File: src/rtl/serial_adder_pkg.sv
// Shared types and constants for the bit-serial adder.
// Latency: n/a. Backpressure: n/a.
// Holds FSM encodings, the default width and a counter-width helper.
package serial_adder_pkg;

  localparam int WIDTH_DEF = 8;

  typedef enum logic [1:0] {
    IDLE  = 2'd0,
    SHIFT = 2'd1,
    DONE  = 2'd2
  } state_t;

  // Width of a counter that must reach w-1; never narrower than one bit.
  function automatic int cnt_bits(input int w);
    return (w <= 2) ? 1 : $clog2(w);
  endfunction

endpackage

File: src/rtl/serial_adder_full_adder.sv
// 1-bit full adder cell: two half-adder stages whose carries are ORed.
// Latency: combinational. Backpressure: none.
// The top feeds it one operand bit pair plus the registered carry per clock.
module full_adder (
  input  logic a,
  input  logic b,
  input  logic ci,
  output logic s,
  output logic co
);

  logic ha1_s;
  logic ha1_c;
  logic ha2_c;

  always_comb begin
    ha1_s = a ^ b;
    ha1_c = a & b;
    s     = ha1_s ^ ci;
    ha2_c = ha1_s & ci;
    co    = ha1_c | ha2_c;
  end

endmodule

File: src/rtl/serial_adder.sv
// Bit-serial WIDTH-bit adder, LSB first; SERIAL_ADDER_OVF_EN adds a signed-overflow output.
// Latency: done pulses the cycle after edge k+WIDTH for a start accepted at edge k.
// Backpressure: start is ignored while busy; a new start may be accepted during done.
module serial_adder
  import serial_adder_pkg::*;
#(
  parameter int WIDTH = WIDTH_DEF
) (
  input  logic             clk,
  input  logic             rst_n,
  input  logic             start,
  input  logic [WIDTH-1:0] a,
  input  logic [WIDTH-1:0] b,
  input  logic             cin,
  output logic             busy,
  output logic             done,
  output logic [WIDTH-1:0] sum,
  output logic             cout
`ifdef SERIAL_ADDER_OVF_EN
  ,
  output logic             ovf
`endif
);

  localparam int CW = cnt_bits(WIDTH);
  localparam logic [CW-1:0] LAST_BIT = CW'(WIDTH - 1);

  state_t           state_q, state_d;
  logic [CW-1:0]    cnt_q, cnt_d;
  logic [WIDTH-1:0] a_sh_q, a_sh_d;
  logic [WIDTH-1:0] b_sh_q, b_sh_d;
  logic [WIDTH-1:0] psum_q, psum_d;
  logic             carry_q, carry_d;
  logic [WIDTH-1:0] sum_q, sum_d;
  logic             cout_q, cout_d;
`ifdef SERIAL_ADDER_OVF_EN
  logic             ovf_q, ovf_d;
`endif

  logic             fa_s;
  logic             fa_c;
  logic [WIDTH-1:0] psum_nxt;

  full_adder u_fa (
    .a  (a_sh_q[0]),
    .b  (b_sh_q[0]),
    .ci (carry_q),
    .s  (fa_s),
    .co (fa_c)
  );

  always_comb begin
    state_d  = state_q;
    cnt_d    = cnt_q;
    a_sh_d   = a_sh_q;
    b_sh_d   = b_sh_q;
    psum_d   = psum_q;
    carry_d  = carry_q;
    sum_d    = sum_q;
    cout_d   = cout_q;
`ifdef SERIAL_ADDER_OVF_EN
    ovf_d    = ovf_q;
`endif
    psum_nxt = {fa_s, psum_q[WIDTH-1:1]};

    case (state_q)
      IDLE, DONE: begin
        if (start) begin
          a_sh_d  = a;
          b_sh_d  = b;
          psum_d  = '0;
          carry_d = cin;
          cnt_d   = '0;
          state_d = SHIFT;
        end else if (state_q == DONE) begin
          state_d = IDLE;
        end
      end

      SHIFT: begin
        a_sh_d  = a_sh_q >> 1;
        b_sh_d  = b_sh_q >> 1;
        psum_d  = psum_nxt;
        carry_d = fa_c;
        if (cnt_q == LAST_BIT) begin
          // Counter parks at zero rather than stepping past WIDTH-1.
          cnt_d   = '0;
          sum_d   = psum_nxt;
          cout_d  = fa_c;
`ifdef SERIAL_ADDER_OVF_EN
          // carry_q is the carry into the MSB cell on this last step.
          ovf_d   = carry_q ^ fa_c;
`endif
          state_d = DONE;
        end else begin
          cnt_d = cnt_q + CW'(1);
        end
      end

      default: state_d = IDLE;
    endcase
  end

  always_ff @(posedge clk or negedge rst_n) begin
    if (!rst_n) begin
      state_q <= IDLE;
      cnt_q   <= '0;
      a_sh_q  <= '0;
      b_sh_q  <= '0;
      psum_q  <= '0;
      carry_q <= 1'b0;
      sum_q   <= '0;
      cout_q  <= 1'b0;
`ifdef SERIAL_ADDER_OVF_EN
      ovf_q   <= 1'b0;
`endif
    end else begin
      state_q <= state_d;
      cnt_q   <= cnt_d;
      a_sh_q  <= a_sh_d;
      b_sh_q  <= b_sh_d;
      psum_q  <= psum_d;
      carry_q <= carry_d;
      sum_q   <= sum_d;
      cout_q  <= cout_d;
`ifdef SERIAL_ADDER_OVF_EN
      ovf_q   <= ovf_d;
`endif
    end
  end

  assign busy = (state_q == SHIFT);
  assign done = (state_q == DONE);
  assign sum  = sum_q;
  assign cout = cout_q;
`ifdef SERIAL_ADDER_OVF_EN
  assign ovf  = ovf_q;
`endif

endmodule

File: config.mk
export PLATFORM = sky130hd
export DESIGN_NAME = serial_adder
export DESIGN_NICKNAME = d
export VERILOG_FILES = /design/src/rtl/serial_adder_pkg.sv /design/src/rtl/serial_adder_full_adder.sv /design/src/rtl/serial_adder.sv
export SDC_FILE = /design/constraint.sdc
export NUM_CORES = 1
export LEC_CHECK = 0
export BUFFER_PORTS_ARGS = -buffer_cell sky130_fd_sc_hd__buf_4
export CORE_UTILIZATION = 55
export DETAILED_ROUTE_END_ITERATION = 10
export GPL_TIMING_DRIVEN = 0
export PLACE_DENSITY = 0.82
export SLEW_MARGIN = 20
export SYNTH_ARGS = -nofsm -noshare
export SYNTH_HDL_FRONTEND = slang
export SYNTH_SLANG_ARGS = --single-unit
File: constraint.sdc
create_clock -name clk -period 1.75 [get_ports clk]
set_input_delay 0.35 -clock clk [delete_from_list [all_inputs] [get_ports clk]]
set_output_delay 0.35 -clock clk [all_outputs]
set_load 0.01 [all_outputs]
Word level (Yosys, flattened, before mapping)
Cells that the tools add are included.
{ "totals": {"ff_bits": 39, "in_bits": 20, "out_inout_bits": 11, "word_cells": 41} }
{ "classes": {"n_addsub": 1, "n_eq_ne": 6, "n_mux": 15, "bitwise_logic": 5, "reduce_logical": 6} }
{ "ops": {"columns": ["op", "n"], "rows": [
  ["8-bit one-hot mux with 2 select lines", 3],
  ["8-bit two-way mux", 3],
  ["2-bit two-way mux", 3],
  ["3-bit two-way mux", 2],
  ["3-bit one-hot mux with 2 select lines", 1],
  ["2-bit AND reduction", 3],
  ["2-bit one-hot mux with 2 select lines", 1],
  ["3-bit by 1-bit adder with 3-bit output (second input constant)", 1],
  ["3-bit equality test (second input constant)", 1],
  ["3-bit inequality test (second input constant)", 1],
  ["1-bit bitwise AND", 2],
  ["2-bit by 1-bit equality test with 1-bit output (second input constant)", 1],
  ["2-bit equality test (second input constant)", 1],
  ["2-bit logical NOT", 1],
  ["2-bit by 1-bit inequality test with 1-bit output (second input constant)", 1],
  ["2-bit inequality test (second input constant)", 1],
  ["1-bit one-hot mux with 2 select lines", 1],
  ["2-bit nonzero test", 1],
  ["2-bit OR reduction", 1],
  ["1-bit bitwise XOR", 2],
  ["1-bit two-way mux", 1],
  ["1-bit OR", 1]
]} }

Depth between registers and ports, before layout
{ "depth": {"ltp_word": 4, "ltp_mapped": 5, "mapped_depth_nobuf": 5} }

Cells and area by module
Synthesis repeated with hierarchy kept, for this count alone.
{ "hier_totals": {"hier_cells": 150, "area_unflattened_um2": 1984.4} }
{ "modules_own_cells": {"columns": ["module", "n_inst", "cells_each", "area_per_inst_um2", "seq_area_each_um2"], "rows": [
  ["serial_adder", 1, 149, 1964.4, 950.9],
  ["full_adder", 1, 1, 20.0, 0.0]
]} }

Worst setup path after synthesis
OpenSTA, ideal clock, no wires.
{ "synth_path": {"kind": "reg2reg", "from": "register cnt_q[0]", "to": "register cout_q, in the netlist cout", "setup_ns": 0.125, "t_arrival_ns": 1.275, "t_required_ns": 1.625, "slack_ns": 0.350, "path_stages_with_launch": 5, "n_path_buf": 0, "period_less_slack_ns": 1.400, "path_cell_list": "dfrtp_1 ha_1 ha_1 nand2_8 mux2_4"} }
{ "synth_between": {"elab_chain_cells": 2} }
{ "synth_rtl": {"columns": ["element", "line_no", "source"], "rows": [
  ["start: declaration", "serial_adder.sv:29", "logic [CW-1:0] cnt_q, cnt_d;"],
  ["start signal: assignment", "serial_adder.sv:119", "cnt_q <= cnt_d;"],
  ["3-bit equality test", "serial_adder.sv:85", "if (cnt_q == LAST_BIT) begin"],
  ["2-bit AND reduction (no source line)", null, null],
  ["end signal: assignment", "serial_adder.sv:125", "cout_q <= cout_d;"],
  ["end: declaration", "serial_adder.sv:35", "logic cout_q, cout_d;"]
]} }
No other way between the ends.
A chain may end at the register's enable or synchronous reset.

Worst setup path in the final report
{ "layout_path": {"from": "register state_q[1]", "to": "output done"} }
{ "layout_between": {"elab_chain_cells": 1} }
{ "layout_rtl": {"columns": ["element", "line_no", "source"], "rows": [
  ["start: declaration", "serial_adder.sv:28", "state_t state_q, state_d;"],
  ["start signal: assignment", "serial_adder.sv:118", "state_q <= state_d;"],
  ["2-bit equality test", "serial_adder.sv:133", "assign done = (state_q == DONE);"],
  ["end: declaration", "serial_adder.sv:16", "output logic done,"]
]} }
No other way between the ends.

==> reports/results.txt <==
Status - complete, no violations
Startpoint types - flip-flop
Rel. slew slack - 67.7%
Synth Warn # - 0
Total track usage - 24.5%
Setup TNS - 0 ns
Synth Instances - 156
Initial Util - 59.7%
CTS tree - done
Clk_lat worst skew - 0.34 ns
Max Cap Viol - 0
RSZ-0062 raised after global routing - false
Core Util, Final - 72.0%
Share of cells above drive strength 1 - 29.7%
Wire per inst - 16.3 um
Clock Pin Slew Worst Setup and Hold Paths - 0.11 ns
Pins Over Slew Limit - 0
GPL Wtd Cong - 0.746
Actual slew at the worst max-slew pin - 0.484 ns
Area leader, netlist - dfrtp_1
Netlist Area Pre-Place - 0.00187 mm2
Top-area cell type share of the netlist area - 50.9%
Total CTS buffers - 5
PwrDens - 1640 mW/mm2
Layout Skew - 0.00382 ns
Non-Filler Instances - 239
Critical Path AT - 1.31 ns
Syn_nets - 179
Inst Count DP - 230
DR iter-0 viols - 82
Switching portion of total power - 35.6%
Period Utilization, post-route - 94.8%
Gate power share - 41.8%
Hpwl dp - 2.76 mm
Sequential share of power - 42.5%
Sw power - 0.00132 W
Sequential share of the synthesized area - 50.9%
Area delta synth->final - 20.6%
Synth area leaders - dfrtp_1 (51%), mux2i_1 (10%), mux2_4 (7.2%)
Setup crit end kind - primary output
Crit path required time - 1.40 ns
Clock power share - 15.7%
Maximum VDD drop - 0.000810 V
Leak - 1.02 nW
Setup Buffers After CTS - 0
Sink Count - 38
Yosys reg bits - 38
Pre-antenna DRT Iters - 4
Core Area - 0.00313 mm2
DRC - 0
First-pass GRT wire length - 6.47 mm
Most frequent cells in the layout - dfrtp_1 (38), buf_4 (33), mux2i_1 (19), a21oi_1 (16), nor2b_1 (15)
Setup-failing EPs final - 0
Most common cell after layout, fill and taps aside - dfrtp_1
Tmin final - 1.66 ns
Vias/cell - 5.67
Horiz. Die Dim - 60.3 um
Pin count of the biggest net entering global routing - 39
I/O pin count - 31
Synth cell types - 26
Port Buf Inserts - 30
Setup Slack @ Placement - 0.239 ns
Crit Path Class - reg2out
Vias - 1356
Max Freq - 603 MHz
CP Max Fanout - 10
Initial antenna violation count - 0
GR Overflow Total - 0
Vias in the first global route - 1369
Clock Path Buffers - 2
Internal Power - 0.00238 W
Syn avg cell area - 12.0 um2
Die H - 60.3 um
Ant. Diodes - 0
Die Footprint - 0.00363 mm2
Fin. Hold Viols - 0
Root Buffer - clkbuf_4
# fillers - 221
Final wirelength - 3.91 mm
Num rows - 20
HP Class - in2reg
Final worst slack - 0.0913 ns
Final Net Count - 217
H-tree levels - 2
Total power - 0.00369 W
DRT antenna net count - 0
area by class of cell:
cell class / instances / area, um2 / share of cell area (%)
buffer: 11 / 81.3 / 3.61
sequential: 38 / 951 / 42.2
multi-input combinational: 104 / 841 / 37.3
clock inverter: 3 / 40.0 / 1.78
tap: 44 / 55.1 / 2.44
timing repair buffer: 31 / 235 / 10.4
inverter: 3 / 11.3 / 0.500
clock buffer: 5 / 37.5 / 1.67
path summary, 6_finish.rpt:
| kind | endpoint | slack (ns) | startpoint | depth (start not counted) |
|---|---|---|---|---|
| min in group asynchronous | psum_q[2]$_DFFE_PN0P_ | 0.51 | rst_n | 2 |
| max in group asynchronous | b_sh_q[7]$_DFFE_PN0P_ | 0.90 | rst_n | 2 |
| worst min register to register | psum_q[1]$_DFFE_PN0P_ | 0.53 | psum_q[1]$_DFFE_PN0P_ | 2 |
| worst min-delay path | a_sh_q[1]$_DFFE_PN0P_ | 0.27 | a[1] | 3 |
| worst max-delay path | done | 0.09 | state_q[1]$_DFFE_PN0P_ | 4 |
| worst max register to register | sum[5]$_DFFE_PN0P_ | 0.21 | cnt_q[0]$_DFFE_PN0P_ | 4 |
timing repair:
| item | 4_1_cts | 5_1_grt |
|---|---|---|
| resized for setup | 2 | 4 |
| endpoints found under the hold margin | 38 | 0 |
| hold buffers | 1 | 0 |
| endpoints found under the setup margin | 1 | 2 |
power by group through the flow:
| stage | clock network (W) | logic (W) | registers (W) |
|---|---|---|---|
| floorplan | 0 | 0.00105 | 0.00154 |
| global placement | 0 | 0.00144 | 0.00154 |
| detailed placement | 0 | 0.00153 | 0.00158 |
| CTS | 0.000593 | 0.00154 | 0.00157 |
| global route | 0.000644 | 0.00169 | 0.00161 |
| finish | 0.000582 | 0.00154 | 0.00157 |
cell usage after synthesis (all sizes together):
cell type   n
buf         8
fa          1
nor2        1
clkbuf      3
mux2i      19
a211oi     14
nor2b      16
ha          2
a221o       1
nor3        1
and3        1
a22o        6
nor3b       1
inv         3
mux2        9
nand2       6
o21ai       7
nand3       2
dfrtp      38
a21oi      17
worst max-delay path, cell delays in order, from the launching register on:
cell and delay (ns):
dfrtp_1 0.41, buf_6 0.15, buf_8 0.14, nor2b_1 0.13
buf_4 0.14
per-stage QoR:
step           hold slack [ns]  cell area (um2)
2_1_floorplan           0.0544             1870
3_3_place_gp             0.337             2150
3_5_place_dp             0.341             2150
4_1_cts                  0.275             2240
5_1_grt                  0.276             2250
6_report                 0.274             2250
registers in the layout, indices dropped and copies added (netlist names):
signal and flops:
a_sh_q 8, b_sh_q 8, sum 8, psum_q 7
cnt_q 3, state_q 2, carry_q 1, cout 1
cell families after synthesis:
| group | after synthesis | share of synthesized area, % |
|---|---|---|
| buffers and inverters | 14 | 4.09 |
| adder cells (fa/ha/maj) | 3 | 2.41 |
| AND/OR/NAND/NOR | 28 | 9.58 |
| multiplexers | 28 | 17.4 |
| flip-flops | 38 | 50.9 |
| AO/OA/AOI/OAI | 45 | 15.6 |
per-layer routing:
layer | wire length [um] | vias up | GRT usage [%]
li1 | - | 642 | -
met1 | 1680 | 667 | 31.1
met2 | 2030 | 40 | 41.0
met3 | 143 | 7 | 5.63
met4 | 56 | 0 | 7.97
met5 | 0 | - | 0
No activity file was read; power rests on OpenSTA's default activity.
